==> src/rtl/vga_pkg.sv <==
// Shared VGA raster defaults, derived timing, colour type and scanner state encoding.
package vga_pkg;

  localparam int unsigned DEF_H_ACTIVE = 640;
  localparam int unsigned DEF_H_FRONT  = 16;
  localparam int unsigned DEF_H_SYNC   = 96;
  localparam int unsigned DEF_H_BACK   = 48;
  localparam int unsigned DEF_V_ACTIVE = 480;
  localparam int unsigned DEF_V_FRONT  = 10;
  localparam int unsigned DEF_V_SYNC   = 2;
  localparam int unsigned DEF_V_BACK   = 33;

  localparam int unsigned H_TOTAL  = DEF_H_ACTIVE + DEF_H_FRONT + DEF_H_SYNC + DEF_H_BACK;
  localparam int unsigned V_TOTAL  = DEF_V_ACTIVE + DEF_V_FRONT + DEF_V_SYNC + DEF_V_BACK;
  localparam int unsigned HS_START = DEF_H_ACTIVE + DEF_H_FRONT;
  localparam int unsigned HS_END   = HS_START + DEF_H_SYNC;
  localparam int unsigned VS_START = DEF_V_ACTIVE + DEF_V_FRONT;
  localparam int unsigned VS_END   = VS_START + DEF_V_SYNC;

  typedef struct packed {
    logic [7:0] r;
    logic [7:0] g;
    logic [7:0] b;
  } rgb_t;

  typedef enum logic {
    ST_IDLE = 1'b0,
    ST_RUN  = 1'b1
  } scan_state_e;

endpackage

==> src/rtl/vga_delay_line.sv <==
// Enable-gated shift register with a reset fill value; DEPTH=0 is a wire.
module vga_delay_line #(
  parameter int unsigned       WIDTH   = 1,
  parameter int unsigned       DEPTH   = 0,
  parameter logic [WIDTH-1:0]  RST_VAL = '0
) (
  input  logic             clk,
  input  logic             rst_n,
  input  logic             en,
  input  logic [WIDTH-1:0] d_in,
  output logic [WIDTH-1:0] d_out
);

  generate
    if (DEPTH == 0) begin : g_pass
      logic unused_ok;
      assign unused_ok = ^{clk, rst_n, en};
      assign d_out     = d_in;
    end else begin : g_shift
      logic [WIDTH-1:0] stage_q [DEPTH];
      logic [WIDTH-1:0] stage_d [DEPTH];

      always_comb begin
        for (int unsigned i = 0; i < DEPTH; i++) stage_d[i] = stage_q[i];
        if (en) begin
          stage_d[0] = d_in;
          for (int unsigned i = 1; i < DEPTH; i++) stage_d[i] = stage_q[i-1];
        end
      end

      always_ff @(posedge clk or negedge rst_n) begin
        if (!rst_n) begin
          for (int unsigned i = 0; i < DEPTH; i++) stage_q[i] <= RST_VAL;
        end else begin
          stage_q <= stage_d;
        end
      end

      assign d_out = stage_q[DEPTH-1];
    end
  endgenerate

endmodule

==> src/rtl/vga_scanner.sv <==
// VGA raster initiator: counts h/v, requests ROM pixels, aligns returned colour
// with sync/blank after LATENCY ticks and drives the DAC bundle.
module vga_scanner
  import vga_pkg::*;
#(
  parameter int unsigned H_ACTIVE = DEF_H_ACTIVE,
  parameter int unsigned H_FRONT  = DEF_H_FRONT,
  parameter int unsigned H_SYNC   = DEF_H_SYNC,
  parameter int unsigned H_BACK   = DEF_H_BACK,
  parameter int unsigned V_ACTIVE = DEF_V_ACTIVE,
  parameter int unsigned V_FRONT  = DEF_V_FRONT,
  parameter int unsigned V_SYNC   = DEF_V_SYNC,
  parameter int unsigned V_BACK   = DEF_V_BACK,
  parameter int unsigned LATENCY  = 0
) (
  input  logic        i_clk,
  input  logic        i_rst_n,
  input  logic        i_en,
  output logic [9:0]  o_x,
  output logic [8:0]  o_y,
  output logic        o_req,
  input  logic [23:0] i_rgb,
  output logic [7:0]  o_vga_r,
  output logic [7:0]  o_vga_g,
  output logic [7:0]  o_vga_b,
  output logic        o_vga_hs,
  output logic        o_vga_vs,
  output logic        o_vga_blank_n,
  output logic        o_vga_sync_n,
  output logic        o_frame_start
);

  localparam logic [9:0] H_ACT_C  = 10'(H_ACTIVE);
  localparam logic [9:0] H_LAST_C = 10'(H_ACTIVE + H_FRONT + H_SYNC + H_BACK - 1);
  localparam logic [9:0] HS_BEG_C = 10'(H_ACTIVE + H_FRONT);
  localparam logic [9:0] HS_END_C = 10'(H_ACTIVE + H_FRONT + H_SYNC);
  localparam logic [9:0] V_ACT_C  = 10'(V_ACTIVE);
  localparam logic [9:0] V_LAST_C = 10'(V_ACTIVE + V_FRONT + V_SYNC + V_BACK - 1);
  localparam logic [9:0] VS_BEG_C = 10'(V_ACTIVE + V_FRONT);
  localparam logic [9:0] VS_END_C = 10'(V_ACTIVE + V_FRONT + V_SYNC);

  scan_state_e state_q, state_d;
  logic [9:0]  h_cnt_q, h_cnt_d;
  logic [9:0]  v_cnt_q, v_cnt_d;
  logic        hs_q, hs_d, vs_q, vs_d, blank_n_q, blank_n_d;
  rgb_t        rgb_q, rgb_d;

  logic        run, active, at_last, hs_raw, vs_raw;
  logic [2:0]  ctl_raw, ctl_dly;

  assign run     = (state_q == ST_RUN);
  assign active  = (h_cnt_q < H_ACT_C) && (v_cnt_q < V_ACT_C);
  assign at_last = (h_cnt_q == H_LAST_C) && (v_cnt_q == V_LAST_C);
  assign hs_raw  = !((h_cnt_q >= HS_BEG_C) && (h_cnt_q < HS_END_C));
  assign vs_raw  = !((v_cnt_q >= VS_BEG_C) && (v_cnt_q < VS_END_C));

  assign o_req   = run && active;
  assign o_x     = o_req ? h_cnt_q : '0;
  assign o_y     = o_req ? v_cnt_q[8:0] : '0;
  assign ctl_raw = {hs_raw, vs_raw, o_req};

  // The first tick only arms the scanner, so (0,0) is presented right after it.
  assign o_frame_start = i_rst_n && i_en && (!run || at_last);

  always_comb begin
    state_d = state_q;
    h_cnt_d = h_cnt_q;
    v_cnt_d = v_cnt_q;
    if (i_en) begin
      state_d = ST_RUN;
      if (run) begin
        if (h_cnt_q == H_LAST_C) begin
          h_cnt_d = '0;
          v_cnt_d = (v_cnt_q == V_LAST_C) ? '0 : v_cnt_q + 10'd1;
        end else begin
          h_cnt_d = h_cnt_q + 10'd1;
        end
      end
    end
  end

  vga_delay_line #(
    .WIDTH  (3),
    .DEPTH  (LATENCY),
    .RST_VAL(3'b110)
  ) u_ctl_dly (
    .clk  (i_clk),
    .rst_n(i_rst_n),
    .en   (i_en),
    .d_in (ctl_raw),
    .d_out(ctl_dly)
  );

  always_comb begin
    hs_d      = hs_q;
    vs_d      = vs_q;
    blank_n_d = blank_n_q;
    rgb_d     = rgb_q;
    if (i_en) begin
      hs_d      = ctl_dly[2];
      vs_d      = ctl_dly[1];
      blank_n_d = ctl_dly[0];
      rgb_d     = rgb_t'(ctl_dly[0] ? i_rgb : 24'h0);
    end
  end

  always_ff @(posedge i_clk or negedge i_rst_n) begin
    if (!i_rst_n) begin
      state_q   <= ST_IDLE;
      h_cnt_q   <= '0;
      v_cnt_q   <= '0;
      hs_q      <= 1'b1;
      vs_q      <= 1'b1;
      blank_n_q <= 1'b0;
      rgb_q     <= '0;
    end else begin
      state_q   <= state_d;
      h_cnt_q   <= h_cnt_d;
      v_cnt_q   <= v_cnt_d;
      hs_q      <= hs_d;
      vs_q      <= vs_d;
      blank_n_q <= blank_n_d;
      rgb_q     <= rgb_d;
    end
  end

  assign o_vga_r       = rgb_q.r;
  assign o_vga_g       = rgb_q.g;
  assign o_vga_b       = rgb_q.b;
  assign o_vga_hs      = hs_q;
  assign o_vga_vs      = vs_q;
  assign o_vga_blank_n = blank_n_q;
  assign o_vga_sync_n  = 1'b0;

endmodule

==> config.mk <==
export PLATFORM = sky130hd
export DESIGN_NAME = vga_scanner
export DESIGN_NICKNAME = d
export VERILOG_FILES = /design/src/rtl/vga_pkg.sv /design/src/rtl/vga_delay_line.sv /design/src/rtl/vga_scanner.sv
export SDC_FILE = /design/constraint.sdc
export NUM_CORES = 1
export LEC_CHECK = 0
export ABC_AREA = 1
export CORE_MARGIN = 5
export CORE_UTILIZATION = 51
export DETAILED_ROUTE_END_ITERATION = 10
export PLACE_DENSITY = 0.83
export SLEW_MARGIN = 5
export SYNTH_ARGS = -nofsm -noshare
export SYNTH_HDL_FRONTEND = slang
export SYNTH_HIERARCHICAL = 1
export SYNTH_SLANG_ARGS = --single-unit
export TNS_END_PERCENT = 50
==> constraint.sdc <==
create_clock -name i_clk -period 2.53 [get_ports i_clk]
set_input_delay 0.253 -clock i_clk [delete_from_list [all_inputs] [get_ports i_clk]]
set_output_delay 0.253 -clock i_clk [all_outputs]
set_load 0.01 [all_outputs]
Yosys cells after proc, flatten, opt, wreduce, memory -nomap -nowiden --
Index checks and enable logic that the tools add are counted.
Word-level totals: word-level logic and storage cells 37, memory bits (read-only) 0, bits in registers 48, bits in latches 0, output and inout port bits 49, input bits 27, memory bits (writable) 0, memories 0
Cells by class: shifts and indexed selects 0, $add $sub $neg 2, equal/unequal tests 2, reduce and logical (&&, ||, !) cells 13, order comparisons 6, div/mod/pow operators 0, bitwise logic cells 0, multiply operators 0, multiplexer cells 5
Operators by type and width (count):
- $mux W10 | 3
- $mux W24 | 1
- $add A10 B1 Y10 const B | 2
- $eq A10 B10 Y1 const B | 2
- $lt A10 B10 Y1 const B | 2
- $lt A10 B9 Y1 const B | 2
- $ge A10 B10 Y1 const B | 1
- $ge A10 B9 Y1 const B | 1
- $mux W9 | 1
- $logic_and A1 B1 Y1 | 7
- $logic_not A1 Y1 | 3
- $reduce_and A3 Y1 | 1
- $reduce_and A2 Y1 | 1
- $logic_or A1 B1 Y1 | 1

Logic depth before layout (Yosys ltp) --
word-level depth 4, depth in mapped cells 10, gate-level depth less buffers 8

Cells and area by module --
The synthesis kept the hierarchy.
By module, submodules not included:
- vga_scanner | instances 1, cells an instance 314, sequential area each 1203.7 um2, area each 2481.1 um2
- vga_delay_line | instances 1, cells an instance 3, sequential area each 0.0 um2, area each 22.5 um2

Worst setup path before layout --
Ideal clock, no wire load.
kind flip-flop to flip-flop, from reg v_cnt_q[5], to reg rgb_q (netlist bit o_vga_b[0]), cell stages (with the launch flop) 11, data arrival time 1.650 ns, slack 0.815 ns, clock period less this slack 1.715 ns, data required time 2.464 ns, buffers on the path 3, library setup time 0.066 ns, path through dfrtp_1 -> nand2_1 -> nor2_4 -> inv_2 -> nand4_2 -> nor2_4 -> buf_4 -> clkbuf_1 -> clkbuf_1 -> nand3_1 -> nand2_1
On the way: word-level cells in the longest chain between the ends 4
RTL lines:
- start: declaration | RTL line vga_scanner.sv:44 | logic [9:0] v_cnt_q, v_cnt_d;
- start signal: assignment | RTL line vga_scanner.sv:119 | v_cnt_q <= v_cnt_d;
- $lt A10 B9 Y1 | RTL line vga_scanner.sv:52 | assign active = (h_cnt_q < H_ACT_C) && (v_cnt_q < V_ACT_C);
- $logic_and A1 B1 Y1 | RTL line vga_scanner.sv:52
- $logic_and A1 B1 Y1 | RTL line vga_scanner.sv:57 | assign o_req = run && active;
- via o_req | RTL line vga_scanner.sv:21 | output logic o_req,
- $mux W24 | RTL line vga_scanner.sv:103 | rgb_d = rgb_t'(ctl_dly[0] ? i_rgb : 24'h0);
- end signal: assignment | RTL line vga_scanner.sv:123 | rgb_q <= rgb_d;
- end: declaration | RTL line vga_scanner.sv:46 | rgb_t rgb_q, rgb_d;
The timed path passes the listed nets, and every way through them passes these cells. A chain may end at the register's enable or synchronous reset.

Worst setup path in the final report --
from reg v_cnt_q[5], to out o_x[9]
On the way: word-level cells in the longest chain between the ends 4
RTL lines:
- $lt A10 B9 Y1 | RTL line vga_scanner.sv:52
- $logic_and A1 B1 Y1 | RTL line vga_scanner.sv:52
- $logic_and A1 B1 Y1 | RTL line vga_scanner.sv:57
- $mux W10 | RTL line vga_scanner.sv:58 | assign o_x = o_req ? h_cnt_q : '0;
- end: declaration | RTL line vga_scanner.sv:19 | output logic [9:0] o_x,
Every way passes these cells.

==> flow_metrics.py <==
metrics = {
    "yosys": {
        "synth_area_leader_cell": "dfrtp_1",
        "post-synth-top-count-cell": "nand2_1",
        "synth_ff_type": "dfrtp_1",
        "synth_edf_count": 0,
        "synthCells": 317,
        "syn_nets": 348,
        "ys_top_cells_by_area": "dfrtp_1 (46%), nand2_1 (15%), nand3_1 (8.2%)",
        "synth_common_cells": "nand2_1 (97), dfrtp_1 (46), nand3_1 (41)",
        "ys_seq_area_frac": 0.481,
        "synth_top_area_share": 0.460,
        "synth.avg_cell_area_um2": 7.90,
        "yosys_warnings": 6,
        "syn_area_mm2": 0.00250,
        "yosysUniqueCellTypes": 31,
        "ys_ff_latch": 48,
        "async_flop_share": 1.00,
    },
    "setup_path": {
        "cp-start-kind": "register",
        "crit_required_ns": 2.28,
        "slowest_stage": "clkdlybuf4s50_1",
        "r2r-start": "v_cnt_q[5]",
        "cp_top_family": "buffers and inverters",
        "crit_start": "v_cnt_q[5]",
        "cp_max_fo": 18,
        "worstSetupPathType": "register to output pin",
        "critPathArrivalTime_ns": 2.11,
        "crit_path_max_incr_delay_ns": 0.58,
        "cp_cell_sequence": "nand2_1 -> nor2_4 -> inv_2 -> nand4_2 -> nor2_4 -> inv_6 -> nor2_1 -> clkdlybuf4s50_1",
        "critPathBufInv": 3,
        "endpoint_kind": "output pin",
        "r2r_slack_ns": 0.88,
        "crit_top_cell": "nor2_4",
    },
    "floorplan": {
        "rows": 25,
        "core_mm2": 0.00475,
        "start_util": 0.527,
        "die_w_um": 80.1,
        "die-area_mm2": 0.00641,
        "die_h_um": 80.1,
        "io_pins": 76,
    },
    "power": {
        "p_sw_uw": 1150,
        "clkPwrFrac": 0.189,
        "powerDensity_mw_per_mm2": 893,
        "p_leak_uw": 0.00163,
        "vdd_drop_max_uv": 554,
        "pwr-share-comb": 0.440,
        "swShare": 0.379,
        "intPower_uw": 1890,
        "power_frac_seq": 0.371,
    },
    "cts": {
        "cts_sinks": 48,
        "clock_latency_ns": 0.30,
        "clkTransAtPathRegs_ns": 0.10,
        "htreeDepth": 2,
        "root_buffer": "clkbuf_8",
        "numCtsBuffers": 5,
        "cts_tree": "yes",
        "hold_buffers": 0,
        "cts_max_path_buffers": 2,
    },
    "outcome": {
        "status": "complete, no violations",
    },
    "global_route": {
        "grt_pass1_wl_um": 10700,
        "grt_max_degree": 49,
        "grtUsageTotal": 0.212,
        "overflow": 0,
        "first_global_vias": 2260,
        "antenna_found_initial": 0,
    },
    "placement": {
        "placed_area_mm2": 0.00325,
        "routabilityCongestion": 0.798,
        "io_buffer_count": 74,
        "hpwl_um": 4550,
        "place_inst": 447,
        "pre_cts_slack_ns": 0.322,
    },
    "timing": {
        "grt_setup_unrepaired": "no",
        "relSlewSlack": 0.586,
        "max_freq_mhz": 423,
        "timing.hold.ws_ns": 0.0684,
        "setup_slack_ns": 0.166,
        "setup_violations": 0,
        "fin_crit_ns": 2.36,
        "hold_viol_final": 0,
        "worstMarginPinSlew_ns": 0.622,
        "final_max_slew_viol_count": 0,
        "fin_skew_ns": 0.00925,
        "period_share": 0.934,
        "tns_ns": 0,
    },
    "hold_path": {
        "hold_class": "input port to async pin",
    },
    "drt": {
        "first_iter_violations": 159,
        "wl_per_cell_um": 13.9,
        "drc": 0,
        "dr.pass1.iters": 4,
        "vias": 2329,
        "routed_wl_um": 6380,
        "post_drt_via_cell_ratio": 5.09,
        "antenna_left": 0,
    },
    "cells_and_area": {
        "nets": 421,
        "drive_above_1_share": 0.118,
        "stdcell_area_mm2": 0.00340,
        "antenna_cells": 0,
        "layout.cells.non_filler": 458,
        "area_growth_pct": 35.7,
        "fillers": 399,
    },
    "run": {
        "cap_violations": 0,
    },
}
metrics by stage:
stage	power, uW	util
after floorplan	1860	-
after global placement	2410	0.684
after detailed placement	2450	0.684
after CTS	3040	0.709
after global routing	3240	0.715
final	3040	0.715
layout make-up:
| class | count | area (um2) | area share |
|---|---|---|---|
| clock buffer | 5 | 68.8 | 0.0203 |
| clock inverter | 3 | 46.3 | 0.0136 |
| inverter | 32 | 126 | 0.0372 |
| multi-input combinational | 222 | 1080 | 0.317 |
| sequential | 48 | 1200 | 0.354 |
| tap | 67 | 83.8 | 0.0247 |
| timing repair buffer | 81 | 791 | 0.233 |
cell usage in the layout (no fill, tap or decap), types with 2 or more instances in the layout:
cell	instances
nand2_1	97
inv_6	2
nor3_1	3
ha_1	4
dfstp_2	2
inv_1	23
nor2_2	12
nand4_1	5
buf_4	7
nor2_1	28
a21oi_1	2
dfrtp_1	46
nand3_1	40
o21ai_0	5
o21ai_1	10
inv_2	6
nor2_4	2
clkdlybuf4s50_1	72
clkbuf_8	5
xor2_1	6
what timing repair did:
| action | 4_1_cts | 5_1_grt |
|---|---|---|
| setup endpoints to repair | 1 | 19 |
| pin swaps | 0 | 2 |
| gates resized for setup | 1 | 2 |
| setup buffers | 0 | 3 |
| cloned | 0 | 0 |
state kept, by name, indices dropped and copies added (netlist names), 8 cells and up:
register  count
o_vga_b       8
o_vga_g       8
v_cnt_q      10
o_vga_r       8
h_cnt_q      10
routing by layer:
layer	global-route usage	share of wire	wire [um]
met4	0.0794	0.028	176
met3	0.0437	0.054	346
met1	0.277	0.43	2750
met5	0	0	0
met2	0.348	0.49	3110
path summary, 6_finish.rpt:
kind | cells past startpoint | to
min in group i_clk | 2 | o_vga_vs
worst max register to register | 9 | o_vga_g[5]
max in group asynchronous | 2 | o_vga_b[2]
worst max-delay path | 8 | o_x[9]
worst min register to register | 2 | o_vga_vs
worst min-delay path | 2 | h_cnt_q[4]
worst register-to-register path, stage by stage, from the launching register on:
cell	delay, ns
dfrtp_1	0.43
nand2_1	0.15
nor2_4	0.06
inv_2	0.05
nand4_2	0.10
nor2_4	0.19
buf_4	0.18
buf_4	0.24
nand3_1	0.11
nand2_1	0.07
cell families after synthesis:
group                      after synthesis  synth area share
DFF                                     48             0.481
buffers and inverters                   47            0.0905
AOI/OAI and AO/OA                       17            0.0340
and+or+nand+nor                        194             0.352
other                                    1           0.00150
adders and majority gates                4            0.0200
xor gates and xnor gates                 6            0.0210
power by group through the flow:
stage	clock [uW]	combinational [uW]	sequential, uW
2_1_floorplan	0	700	1160
3_3_place_gp	0	1290	1120
3_5_place_dp	0	1320	1130
4_1_cts	586	1330	1120
5_1_grt	608	1470	1160
6_report	573	1340	1130
No activity file was read; power rests on OpenSTA's default activity.
